[src/rtl/attn_pkg.sv]
// Shared types and helpers for the attention context block.
package attn_pkg;

    typedef enum logic [1:0] {
        S_IDLE = 2'd0,
        S_MAC  = 2'd1,
        S_DONE = 2'd2
    } state_t;

    // Wide enough to hold any rounded accumulator before clamping.
    localparam int SAT_W = 128;

    // Half an LSB of the output format; added before the arithmetic shift.
    function automatic logic [63:0] round_const(input int fbits);
        return 64'd1 << (fbits - 1);
    endfunction

    // Clamp a wide signed value to the range of a width-bit signed word.
    function automatic logic signed [SAT_W-1:0] saturate(input logic signed [SAT_W-1:0] x,
                                                         input int width);
        logic signed [SAT_W-1:0] hi;
        logic signed [SAT_W-1:0] lo;
        hi = (128'sd1 <<< (width - 1)) - 128'sd1;
        lo = ~hi;
        if (x > hi)
            return hi;
        else if (x < lo)
            return lo;
        else
            return x;
    endfunction

endpackage

[src/rtl/attn_context_fx_mac.sv]
// Full-precision signed multiply-accumulate with synchronous clear.
module fx_mac #(
    parameter int WIDTH = 32,
    parameter int AW    = 66
) (
    input  logic                    clk,
    input  logic                    rst,
    input  logic                    clr,
    input  logic                    en,
    input  logic signed [WIDTH-1:0] a,
    input  logic signed [WIDTH-1:0] b,
    output logic signed [AW-1:0]    sum
);

    logic signed [2*WIDTH-1:0] prod;
    logic signed [AW-1:0]      acc;

    // The product keeps all 2*WIDTH bits; sum is what the accumulator becomes this cycle.
    assign prod = a * b;
    assign sum  = acc + AW'(prod);

    // Accumulator: clear has priority so the final term can be consumed and dropped in one edge.
    always_ff @(posedge clk or negedge rst) begin
        if (!rst)
            acc <= '0;
        else if (clr)
            acc <= '0;
        else if (en)
            acc <= sum;
    end

endmodule

[src/rtl/attn_context.sv]
// Context vector: Ctx[d] = sum_n P[n]*V[n][d], one product per cycle, rounded and saturated.
module attn_context
    import attn_pkg::*;
#(
    parameter int N     = 4,
    parameter int D     = 4,
    parameter int WIDTH = 32,
    parameter int FBITS = 8
) (
    input  logic                    clk,
    input  logic                    rst,
    input  logic                    start,
    input  logic signed [WIDTH-1:0] P   [N-1:0],
    input  logic signed [WIDTH-1:0] V   [N-1:0][D-1:0],
    output logic signed [WIDTH-1:0] Ctx [D-1:0],
    output logic                    busy,
    output logic                    done
);

    localparam int AW = 2 * WIDTH + $clog2(N);
    localparam int NW = (N > 1) ? $clog2(N) : 1;
    localparam int DW = (D > 1) ? $clog2(D) : 1;
    localparam logic [NW-1:0]       N_LAST = NW'(N - 1);
    localparam logic [DW-1:0]       D_LAST = DW'(D - 1);
    localparam logic signed [AW:0]  RND    = (AW + 1)'(round_const(FBITS));

    state_t                  state;
    state_t                  state_nx;
    logic [NW-1:0]           n;
    logic [DW-1:0]           d;
    logic signed [WIDTH-1:0] p_lat [N-1:0];
    logic signed [WIDTH-1:0] v_lat [N-1:0][D-1:0];
    logic signed [AW-1:0]    sum;
    logic signed [AW:0]      rnd;
    logic signed [WIDTH-1:0] ctx_nx;
    logic                    accept;
    logic                    last_n;
    logic                    last_d;
    logic                    mac_en;
    logic                    mac_clr;

    assign busy    = (state != S_IDLE);
    assign accept  = (state == S_IDLE) && start;
    assign last_n  = (n == N_LAST);
    assign last_d  = (d == D_LAST);
    assign mac_en  = (state == S_MAC);
    assign mac_clr = accept || (mac_en && last_n);

    // One extra bit so adding half an LSB cannot wrap before the shift.
    assign rnd    = ($signed({sum[AW-1], sum}) + RND) >>> FBITS;
    assign ctx_nx = WIDTH'(saturate(SAT_W'(rnd), WIDTH));

    fx_mac #(
        .WIDTH (WIDTH),
        .AW    (AW)
    ) u_mac (
        .clk (clk),
        .rst (rst),
        .clr (mac_clr),
        .en  (mac_en),
        .a   (p_lat[n]),
        .b   (v_lat[n][d]),
        .sum (sum)
    );

    // State register.
    always_ff @(posedge clk or negedge rst) begin
        if (!rst)
            state <= S_IDLE;
        else
            state <= state_nx;
    end

    // Next-state logic: start is only looked at in IDLE.
    always_comb begin
        state_nx = state;
        case (state)
            S_IDLE:  if (start) state_nx = S_MAC;
            S_MAC:   if (last_n && last_d) state_nx = S_DONE;
            S_DONE:  state_nx = S_IDLE;
            default: state_nx = S_IDLE;
        endcase
    end

    // Operand capture, loop counters, result write-back and the done pulse.
    always_ff @(posedge clk or negedge rst) begin
        if (!rst) begin
            n    <= '0;
            d    <= '0;
            done <= 1'b0;
            for (int i = 0; i < D; i++)
                Ctx[i] <= '0;
            for (int i = 0; i < N; i++) begin
                p_lat[i] <= '0;
                for (int j = 0; j < D; j++)
                    v_lat[i][j] <= '0;
            end
        end else begin
            case (state)
                S_IDLE: begin
                    done <= 1'b0;
                    if (start) begin
                        p_lat <= P;
                        v_lat <= V;
                        n     <= '0;
                        d     <= '0;
                    end
                end
                S_MAC: begin
                    if (last_n) begin
                        Ctx[d] <= ctx_nx;
                        n      <= '0;
                        d      <= d + DW'(1);
                        if (last_d)
                            done <= 1'b1;
                    end else begin
                        n <= n + NW'(1);
                    end
                end
                default: done <= 1'b0;
            endcase
        end
    end

endmodule
[config.mk]
export PLATFORM = sky130hd
export DESIGN_NAME = attn_context
export DESIGN_NICKNAME = d
export VERILOG_FILES = /design/src/rtl/attn_pkg.sv /design/src/rtl/attn_context_fx_mac.sv /design/src/rtl/attn_context.sv
export SDC_FILE = /design/constraint.sdc
export NUM_CORES = 2
export LEC_CHECK = 0
export CAP_MARGIN = 15
export CORE_ASPECT_RATIO = 1.25
export CORE_MARGIN = 4
export CORE_UTILIZATION = 54
export CTS_CLUSTER_DIAMETER = 200
export DETAILED_ROUTE_END_ITERATION = 6
export GPL_ROUTABILITY_DRIVEN = 0
export PLACE_DENSITY = 0.88
export SLEW_MARGIN = 15
export SYNTH_ARGS = -nofsm -noshare
export SYNTH_HDL_FRONTEND = slang
export SYNTH_SLANG_ARGS = --single-unit
[constraint.sdc]
create_clock -name clk -period 13.13 [get_ports clk]
set_clock_uncertainty 0.05 [all_clocks]
set_input_delay 1.313 -clock clk [delete_from_list [all_inputs] [get_ports clk]]
set_output_delay 1.313 -clock clk [all_outputs]
set_load 0.005 [all_outputs]
==> flow_metrics.tcl <==
set metrics [dict create \
    status "finished, violations left" \
    violations "design-rule violations" \
    syn-instance-count 7704 \
    min_to "u_mac.acc[52]" \
    start_util_pct 54.24 \
    placed_area_um2 90670 \
    rows 158 \
    syn_area_um2 80420 \
    io_pins 773 \
    grt_start_max_net_pins 182 \
    r2r-start "n[0]" \
    critPathLaunch "n[0]" \
    cts_tree "built" \
    slowest_stage "fa_1" \
    final-seq-area_um2 21060 \
    path_delay_family "adder cells" \
    wl_mm 324.3 \
    finalSetupViolations 0 \
    crit_fanout 31 \
    synth.distinct_cells 81 \
    crit_required_ps 13660 \
    worstHoldStart "u_mac.acc[52]" \
    drt_pass1_iterations 7 \
    final_nets 10452 \
    clkTransAtPathRegs_ps 70 \
    min_path_cells 2 \
    synth_fa_ha_area_share_pct 34.24 \
    dp.cells 10166 \
    r2r_setup_slack_ps 190 \
    start_kind "register" \
    worst-path-buf-inv 10 \
    overflow 0 \
    cap_violations 0 \
    stdcell_count 10420 \
    core_area_um2 148300 \
    dp_slack_ps 145.1 \
    ys_ff_latch 841 \
    cp_slowest_stage_delay_ps 640 \
    synth_commonest_cells "1317 x inv_1, 1233 x fa_1, 957 x nand2_1" \
    gr-usage-met1_pct 40.85 \
    fin_crit_ps 12940 \
    synth_xor_area_share_pct 1.100 \
    vias 67367 \
    max_freq_ghz 0.07727 \
    nFillCells 10275 \
    dieWidth_um 353.2 \
    async_flop_share_pct 100.0 \
    root_buffer "clkbuf_16" \
    grt_first_pass_wirelength_mm 464.1 \
    areaGrowthSynthToFinish_pct 16.96 \
    synth_nets 9808 \
    hold_viol_final 0 \
    synth_edf_count 0 \
    insertion_delay_ps 770 \
    port_buffers 772 \
    synth_area_per_cell_um2 10.44 \
    synth-compound-area-share_pct 5.699 \
    synth.top_cell.area_share_pct 30.70 \
    critical_path.most_common_cell "fa_1" \
    avgViaCountPerCell 6.465 \
    drv_slew 0 \
    htree_levels 3 \
    drive_above_1_share_pct 14.88 \
    yosys-top-cells-area "fa_1 31%, dfrtp_1 26%, mux2_2 9.4%" \
    clockBufferDepth 3 \
    use_met3_pct 18.67 \
    track_usage_pct 41.24 \
    cp-end-kind "register" \
    ys_warn_count 0 \
    postCtsHoldBufs 0 \
    yosysMostFrequentCell "inv_1" \
    fin_area_um2 94060 \
    synth_top_family_by_area "adder cells" \
    grt_pass1_vias 72293 \
    top_usage_layer "met2" \
    grtUsageMet2_pct 61.81 \
    routedWlPerCell_um 31.13 \
    r2r_end "Ctx[64]" \
    clock-sinks 841 \
    muxShareOfSynthArea_pct 13.98 \
    dp.final_hpwl_mm 243.0 \
    multi_input_area_um2 52890 \
    fin_crit_sh_pct 98.56 \
    arrival_ps 13470 \
    fin_ws_ps 188.8 \
    hold_class "register to register" \
    synthFlopType "dfrtp_1" \
    antenna_found_initial 102 \
    tightest_slew_ps 1394 \
    first_iter_violations 9584 \
    r2r_cells 38 \
    die_y_um 439.5 \
    dieArea_um2 155200 \
    setup.worst_path.class "register to register" \
    relSlewSlack_pct 7.055 \
    drcViolationCount 197 \
    detail-route-antenna-nets 0 \
    synth-simple-area-share_pct 10.48 \
    cts_buffers 85 \
    synth_top_area_cell "fa_1" \
    ys_seq_area_share_pct 26.17 \
]
-- tightest hold or removal path: cells and delay by family (launching register included) --
kind | cells | cell delay, ps
flip-flops | 1 | 350
AO/OA/AOI/OAI | 1 | 60
AND/OR/NAND/NOR | 1 | 50
-- cells by family after synthesis --
family | count (synthesis)
multiplexers | 857
AND/OR/NAND/NOR | 1988
XOR/XNOR | 101
AO/OA/AOI/OAI | 695
adder cells (fa/ha/maj) | 1461
buffers and inverters | 1761
flip-flops | 841
-- per-layer routing --
layer | vias up | routed length [um]
li1 | 25810 | -
met1 | 32674 | 90000
met2 | 6363 | 141300
met3 | 2483 | 47530
met4 | 37 | 44910
met5 | - | 621
-- worst max path at each step --
| stage | cells past startpoint | slack [ps] | endpoint |
|---|---|---|---|
| after global routing | 36 | -120 | Ctx[74] |
| after CTS | 33 | 90 | Ctx[64] |
| final | 38 | 190 | Ctx[64] |
| after detailed placement | 33 | 150 | Ctx[67] |
| after floorplan | 43 | 250 | Ctx[57] |
| after global placement | 34 | 450 | Ctx[2] |
-- per-stage QoR --
step	utilization [%]	hold WS, ps	TNS, ps
global route	63.39	458.2	-6822
floorplan	-	399.8	0
CTS	63.11	439.5	0
global placement	61.16	417.2	0
finish	63.44	443.4	0
detailed placement	61.16	424.0	0
-- area by class of cell --
type                       count  area share (%)
multi-input combinational   5102           56.23
sequential                   841           22.39
timing repair buffer         995           10.24
inverter                    1323           5.284
tap                         1920           2.554
clock buffer                 117           2.528
clock inverter                35          0.5547
antenna                       87          0.2315
-- repair_timing --
action                                  in CTS  in global routing
endpoints found under the setup margin       0                124
resized for setup                            0                 25
setup buffers                                0                 14
-- placed cells by master, fill, tap and decap left out, types with 29 or more instances in the layout --
master / n
fa_1: 1231
clkdlybuf4s50_1: 771
mux2_2: 672
xnor2_1: 67
buf_4: 206
inv_1: 1314
xor2_1: 32
mux2i_1: 39
mux4_2: 145
diode_2: 87
o21ai_0: 111
o21a_1: 37
and2_1: 61
ha_1: 228
a22o_1: 51
o31ai_1: 71
a221oi_1: 29
nand2b_1: 34
dfrtp_1: 837
nand2_1: 953
a21oi_1: 153
a31oi_1: 47
nand3_1: 61
nand4_1: 35
nor2_1: 643
nor3_1: 66
o21ai_1: 37
clkbuf_16: 85
-- registers in the layout, indices dropped and copies added (netlist names) --
| signal | cells |
|---|---|
| state | 2 |
| u_mac.acc | 66 |
| done | 1 |
| Ctx | 128 |
| n | 2 |
| d | 2 |
| p_lat | 128 |
| v_lat | 512 |
Power is left out: the tool's default activity adds up to more than one toggle a clock period on the data nets, which glitch-free logic cannot reach.
